File: src/rtl/pit_8254_ctrl.sv
// Bus front-end for three 8254 counters: decodes I/O cycles into per-counter strobes,
// muxes read data, divides the system clock down to the PIT clock and generates IRQ0.
module pit_8254_ctrl #(
  parameter int unsigned CLK_HZ = 50_000_000,
  parameter int unsigned PIT_HZ = 1_193_182
) (
  input  logic        clk,
  input  logic        reset_n,
  input  logic [1:0]  io_address,
  input  logic        io_write,
  input  logic        io_read,
  input  logic [7:0]  io_writedata,
  output logic [7:0]  io_readdata,
  output logic        io_readdatavalid,
  input  logic        gate2_in,
  output logic [7:0]  cnt_data_in,
  output logic [2:0]  cnt_set_mode,
  output logic [2:0]  cnt_latch_count,
  output logic [2:0]  cnt_latch_status,
  output logic [2:0]  cnt_write,
  output logic [2:0]  cnt_read,
  input  logic [23:0] cnt_data_out,
  input  logic [2:0]  cnt_out,
  output logic        pit_clock,
  output logic [2:0]  pit_gate,
  output logic        irq0
);

  localparam logic [31:0] ACC_INC  = 32'(2 * PIT_HZ);
  localparam logic [31:0] ACC_WRAP = 32'(CLK_HZ);

  // Strobe semantics: an access sampled with io_write/io_read high at edge T produces
  // exactly one cycle of the matching strobe (and cnt_data_in/io_readdata) after edge T;
  // there is no ready/backpressure, so every cycle may carry a new access.

  logic [7:0]  data_in_q,      data_in_d;
  logic [2:0]  set_mode_q,     set_mode_d;
  logic [2:0]  latch_count_q,  latch_count_d;
  logic [2:0]  latch_status_q, latch_status_d;
  logic [2:0]  write_q,        write_d;
  logic [2:0]  read_q,         read_d;
  logic [7:0]  rd_data_q,      rd_data_d;
  logic        rd_valid_q,     rd_valid_d;
  logic [31:0] acc_q,          acc_d;
  logic        pit_clock_q,    pit_clock_d;
  logic [2:0]  pit_gate_q,     pit_gate_d;
  logic        out0_prev_q,    out0_prev_d;
  logic        irq0_q,         irq0_d;
  logic [31:0] acc_sum;

  function automatic logic [2:0] onehot3(input logic [1:0] sel);
    logic [2:0] r;
    case (sel)
      2'd0:    r = 3'b001;
      2'd1:    r = 3'b010;
      2'd2:    r = 3'b100;
      default: r = 3'b000;
    endcase
    return r;
  endfunction

  // Bus write decode: counter data ports and the control word (latch, mode, read-back).
  always_comb begin
    data_in_d      = data_in_q;
    set_mode_d     = 3'b000;
    latch_count_d  = 3'b000;
    latch_status_d = 3'b000;
    write_d        = 3'b000;
    if (io_write) begin
      data_in_d = io_writedata;
      if (io_address != 2'd3) begin
        write_d = onehot3(io_address);
      end else if (io_writedata[7:6] == 2'd3) begin
        for (int i = 0; i < 3; i++) begin
          latch_count_d[i]  = io_writedata[i+1] & ~io_writedata[5];
          latch_status_d[i] = io_writedata[i+1] & ~io_writedata[4];
        end
      end else if (io_writedata[5:4] == 2'd0) begin
        latch_count_d = onehot3(io_writedata[7:6]);
      end else begin
        set_mode_d = onehot3(io_writedata[7:6]);
      end
    end
  end

  // Read path: data is captured before the counter sees its read strobe.
  always_comb begin
    rd_data_d  = rd_data_q;
    rd_valid_d = io_read;
    read_d     = 3'b000;
    if (io_read) begin
      if (io_write || io_address == 2'd3) begin
        rd_data_d = 8'hFF;
      end else begin
        read_d = onehot3(io_address);
        case (io_address)
          2'd0:    rd_data_d = cnt_data_out[7:0];
          2'd1:    rd_data_d = cnt_data_out[15:8];
          default: rd_data_d = cnt_data_out[23:16];
        endcase
      end
    end
  end

  // Fractional divider: pit_clock toggles whenever the accumulator crosses CLK_HZ.
  always_comb begin
    acc_sum     = acc_q + ACC_INC;
    acc_d       = acc_sum;
    pit_clock_d = pit_clock_q;
    if (acc_sum >= ACC_WRAP) begin
      acc_d       = acc_sum - ACC_WRAP;
      pit_clock_d = ~pit_clock_q;
    end
  end

  always_comb begin
    pit_gate_d  = {gate2_in, 2'b11};
    out0_prev_d = cnt_out[0];
    irq0_d      = cnt_out[0] & ~out0_prev_q;
  end

  always_ff @(posedge clk or negedge reset_n) begin
    if (!reset_n) begin
      data_in_q      <= 8'h00;
      set_mode_q     <= 3'b000;
      latch_count_q  <= 3'b000;
      latch_status_q <= 3'b000;
      write_q        <= 3'b000;
      read_q         <= 3'b000;
      rd_data_q      <= 8'h00;
      rd_valid_q     <= 1'b0;
      acc_q          <= 32'd0;
      pit_clock_q    <= 1'b0;
      pit_gate_q     <= 3'b011;
      out0_prev_q    <= 1'b1;
      irq0_q         <= 1'b0;
    end else begin
      data_in_q      <= data_in_d;
      set_mode_q     <= set_mode_d;
      latch_count_q  <= latch_count_d;
      latch_status_q <= latch_status_d;
      write_q        <= write_d;
      read_q         <= read_d;
      rd_data_q      <= rd_data_d;
      rd_valid_q     <= rd_valid_d;
      acc_q          <= acc_d;
      pit_clock_q    <= pit_clock_d;
      pit_gate_q     <= pit_gate_d;
      out0_prev_q    <= out0_prev_d;
      irq0_q         <= irq0_d;
    end
  end

  assign cnt_data_in      = data_in_q;
  assign cnt_set_mode     = set_mode_q;
  assign cnt_latch_count  = latch_count_q;
  assign cnt_latch_status = latch_status_q;
  assign cnt_write        = write_q;
  assign cnt_read         = read_q;
  assign io_readdata      = rd_data_q;
  assign io_readdatavalid = rd_valid_q;
  assign pit_clock        = pit_clock_q;
  assign pit_gate         = pit_gate_q;
  assign irq0             = irq0_q;

endmodule

File: config.mk
export PLATFORM = sky130hd
export DESIGN_NAME = pit_8254_ctrl
export DESIGN_NICKNAME = d
export VERILOG_FILES = /design/src/rtl/pit_8254_ctrl.sv
export SDC_FILE = /design/constraint.sdc
export NUM_CORES = 1
export LEC_CHECK = 0
export CORE_MARGIN = 5
export CORE_UTILIZATION = 35
export CTS_CLUSTER_SIZE = 24
export DETAILED_ROUTE_END_ITERATION = 10
export GPL_TIMING_DRIVEN = 1
export MAX_ROUTING_LAYER = met4
export SLEW_MARGIN = 10
export SYNTH_ARGS = -nofsm -noshare
export SYNTH_HDL_FRONTEND = slang
export SYNTH_SLANG_ARGS = --single-unit
File: constraint.sdc
create_clock -name clk -period 3.7 [get_ports clk]
set_input_delay 0.74 -clock clk [delete_from_list [all_inputs] [get_ports clk]]
set_output_delay 0.74 -clock clk [all_outputs]
set_load 0.01 [all_outputs]
==> results of run 1 <==
sequential cells by signal (all words and copies together), names as in the netlist:
name              cells
cnt_set_mode          3
cnt_latch_status      3
pit_clock             1
cnt_latch_count       3
pit_gate              1
io_readdata           8
cnt_write             3
io_readdatavalid      1
cnt_read              3
cnt_data_in           8
acc_q                30
out0_prev_q           1
irq0                  1
worst max-delay path, cell delays in order, from the launching register on:
cell                       delay (ns)
sky130_fd_sc_hd__dfrtp_1         0.44
sky130_fd_sc_hd__inv_1           0.10
sky130_fd_sc_hd__ha_1            0.22
sky130_fd_sc_hd__or3b_1          0.45
sky130_fd_sc_hd__a211oi_2        0.37
sky130_fd_sc_hd__o21ai_1         0.27
sky130_fd_sc_hd__a41oi_1         0.38
sky130_fd_sc_hd__o21a_2          0.25
sky130_fd_sc_hd__a31o_1          0.38
sky130_fd_sc_hd__o211ai_1        0.21
sky130_fd_sc_hd__xnor2_1         0.17
layout by cell type (no fill, tap or decap), types with 3 or more instances in the layout:
cell	instances
sky130_fd_sc_hd__and3_1	9
sky130_fd_sc_hd__nor2b_1	3
sky130_fd_sc_hd__o21a_1	4
sky130_fd_sc_hd__mux2i_1	3
sky130_fd_sc_hd__mux2_2	17
sky130_fd_sc_hd__a31oi_1	3
sky130_fd_sc_hd__nand2_1	27
sky130_fd_sc_hd__o21ai_0	8
sky130_fd_sc_hd__nor3b_1	7
sky130_fd_sc_hd__nor4_1	4
sky130_fd_sc_hd__xnor2_1	29
sky130_fd_sc_hd__nor2_1	37
sky130_fd_sc_hd__dfrtp_1	65
sky130_fd_sc_hd__nor3_1	15
sky130_fd_sc_hd__nand3_1	7
sky130_fd_sc_hd__bufinv_16	3
sky130_fd_sc_hd__nand2b_1	5
sky130_fd_sc_hd__clkbuf_16	9
sky130_fd_sc_hd__clkdlybuf4s50_1	73
sky130_fd_sc_hd__or3_1	5
sky130_fd_sc_hd__and2_1	5
sky130_fd_sc_hd__nand4b_1	4
sky130_fd_sc_hd__o31ai_1	4
sky130_fd_sc_hd__buf_4	5
sky130_fd_sc_hd__o21ai_1	3
sky130_fd_sc_hd__nand3b_1	3
sky130_fd_sc_hd__xor2_1	17
sky130_fd_sc_hd__a21oi_1	23
sky130_fd_sc_hd__o22ai_1	9
sky130_fd_sc_hd__nand4_1	5
sky130_fd_sc_hd__inv_1	11
sky130_fd_sc_hd__o211ai_1	5
through the flow:
| stage | instances | total power (µW) |
|---|---|---|
| 6_report | 630 | 1900 |
| 5_1_grt | 630 | 1980 |
| 4_1_cts | 630 | 1930 |
| 3_5_place_dp | 614 | 933 |
| 3_3_place_gp | 614 | 932 |
| 2_1_floorplan | 414 | 822 |
worst max-delay path by stage:
stage | from | endpoint | slack, ns
5_1_grt | acc_q[2]$_DFF_PN0_ | acc_q[29]$_DFF_PN0_ | 0.04
3_3_place_gp | acc_q[2]$_DFF_PN0_ | acc_q[22]$_DFF_PN0_ | 0.28
6_report | acc_q[2]$_DFF_PN0_ | acc_q[20]$_DFF_PN0_ | 0.34
3_5_place_dp | acc_q[2]$_DFF_PN0_ | acc_q[22]$_DFF_PN0_ | 0.22
4_1_cts | acc_q[2]$_DFF_PN0_ | acc_q[22]$_DFF_PN0_ | 0.22
2_1_floorplan | acc_q[2]$_DFF_PN0_ | acc_q[22]$_DFF_PN0_ | 0.77
cells by family after synthesis:
group,count (synthesis),synth area share (%)
AOI/OAI and AO/OA,91,16.7
DFF,66,41.6
buffers and inverters,35,3.97
xor gates and xnor gates,46,10.1
and+or+nand+nor,152,21.3
muxes,20,5.57
adders and majority gates,2,0.629
other,1,0.0943
final cells by class:
cell class	instances	area (µm²)
clock buffers	10	229
clock inverters	6	115
fillers	1061	6060
inverters	11	41.3
multi-input cells	313	2180
flip-flops and latches	66	1650
well taps	143	179
repair buffers	81	813
metal layers:
layer,track usage [%],up-vias
li1,-,1627
met2,23.8,94
met4,5.73,0
met1,19.4,1569
met5,-,-
met3,4.35,10
power by group:
group / switching (µW) / internal [µW] / leakage [µW]
combinational: 69.2 / 95.3 / 0.00111
clock: 324 / 661 / 0.000163
sequential: 10.2 / 744 / 0.000796
==> impl_summary.log, run 1 <==
[metrics] final weighted congestion in routability-driven placement: 0.837
[metrics] clock sinks: 66
[metrics] final-layout setup total negative slack: 0 ns
[metrics] layout overhead on the synthesized area: 31.0%
[metrics] number of nets with antenna violations after detailed routing: 0
[metrics] post-place setup slack: 0.225 ns
[metrics] Post-DP Area: 4850 µm²
[metrics] post-synth design cell area: 3980 µm²
[metrics] deepest clock path buffer count: 2
[metrics] pin count of the biggest net entering global routing: 67
[metrics] fin util: 46.2%
[metrics] total number of nets in the final design: 526
[metrics] synth warn: 0
[metrics] Inserted Clock Buffers: 9
[metrics] Site Rows: 39
[metrics] top cell types by occurrence after synthesis: sky130_fd_sc_hd__dfrtp_1, sky130_fd_sc_hd__nor2_1, sky130_fd_sc_hd__xnor2_1
[metrics] worst-margin pin slew: 0.591 ns
[metrics] portion of the clock cycle consumed by the worst path in the final layout: 90.7%
[metrics] Seq cells post-synth: 66
[metrics] Crit path required time: 3.91 ns
[metrics] clock period minus worst slack: 3.36 ns
[metrics] total core area: 11,300 µm²
[metrics] path type of the worst min-delay path: primary input to async pin
[metrics] leakage power: 0.00207 µW
[metrics] DRC: 0
[metrics] top cells by area, synth: sky130_fd_sc_hd__dfrtp_1, sky130_fd_sc_hd__xnor2_1, sky130_fd_sc_hd__mux2_2, sky130_fd_sc_hd__xor2_1, sky130_fd_sc_hd__nor2_1
[metrics] worst slew margin relative to its limit: 60.0%
[metrics] startpoint-to-endpoint class of the critical path: flop to flop
[metrics] DR top layer: met4
[metrics] post_cts resized: 0
[metrics] number of synthesized flops with an enable pin: 0
[metrics] maximum clock rate: 298 MHz
[metrics] die outline height: 117 µm
[metrics] largest fanout of any net on the critical path: 8
[metrics] worst clock skew: 0.00686 ns
[metrics] global-route wire length before repair: 16,200 µm
[metrics] main flop type after synthesis: sky130_fd_sc_hd__dfrtp_1
[metrics] Fin. Hold Viols: 0
[metrics] async set-reset flop share out of synthesis: 100%
[metrics] Setup-failing EPs final: 0
[metrics] met2 layer wire length in the routed design: 4490 µm
[metrics] Clock Root Buffer: sky130_fd_sc_hd__clkbuf_16
[metrics] number of global-route vias before repair: 3,360
[metrics] depth of the worst register-to-register path: 10
[metrics] data arrival at the endpoint of the critical path: 3.56 ns
[metrics] H-Tree Level Count: 3
[metrics] Critical Path Sink Type: flop
[metrics] met3 wirelength from detailed routing: 667 µm
[metrics] clock insertion delay at the later pin of the skew report: 0.33 ns
[metrics] setup repair bufs after CTS: 0
[metrics] detailed-router iteration count before antenna repair: 4
[metrics] hold buffer count at cts: 0
[metrics] unrepaired setup endpoints after global routing: false
[metrics] Worst setup SP type: flop
[metrics] width of the die: 117 µm
[metrics] r2r startpoint: acc_q[2]$_DFF_PN0_
[metrics] most frequent cell after synthesis: sky130_fd_sc_hd__dfrtp_1
[metrics] routed vias/inst: 5.24
[metrics] ANT cells: 0
[metrics] Pwr per Cell Area: 365 nW/µm²
[metrics] number of top-level design ports: 79
[metrics] worst-case setup margin in the final layout: 0.344 ns
[metrics] setup slack of the worst register-to-register path: 0.34 ns
[metrics] M1 wire length: 4340 µm
[metrics] Unique masters post-synth: 75
[metrics] Overflow after GRT: 0
[metrics] Die ar.: 13,600 µm²
[metrics] CTS tree: built
[metrics] CTS clock-pin slew for the worst setup and hold paths: 0.06 ns
[metrics] number of antenna violations at the first check in global routing: 0
[metrics] Routed WL per cell: 15.3 µm
[metrics] violation count after the first detailed-routing iteration: 130
[metrics] fraction of layout cells with a size suffix above 1: 12.5%
[metrics] run status: completed
[metrics] Port Buf Inserts: 74
[metrics] final hold slack: 0.414 ns
[metrics] Avg Inst Size Synth: 9.62 µm²
[metrics] number of max-cap violations: 0
[metrics] Worst VDD drop: 265 µV
[metrics] cell taking the most area after synthesis: sky130_fd_sc_hd__dfrtp_1
[metrics] portion of the post-synthesis area used by sequential elements: 41.6%
[metrics] final design instance area without fill: 5210 µm²
[metrics] count of final max-slew check failures: 0
[metrics] Detail Placement HPWL: 7080 µm
[metrics] capture instance of the worst register-to-register path: acc_q[20]$_DFF_PN0_
[metrics] Initial Util: 35.3%
[metrics] Post-Synthesis Cells: 413
[metrics] share of Yosys cell area claimed by the top area cell type: 40.9%
[metrics] gr usage total: 15.4%
[metrics] Routed Wire Length: 9630 µm
[metrics] number of vias in the routed layout: 3,300
No activity file was read; power rests on OpenSTA's default activity.
==> run 2: changes to the inputs <==
--- a/config.mk
+++ b/config.mk
@@ -7,7 +7,7 @@
 export LEC_CHECK = 0
 export CORE_MARGIN = 5
 export CORE_UTILIZATION = 35
-export CTS_CLUSTER_SIZE = 24
+export CTS_CLUSTER_SIZE = 30
 export DETAILED_ROUTE_END_ITERATION = 10
 export GPL_TIMING_DRIVEN = 1
 export MAX_ROUTING_LAYER = met4
==> results of run 2 <==
No change in the layout: final DEF, timing and power equal those of run 1.
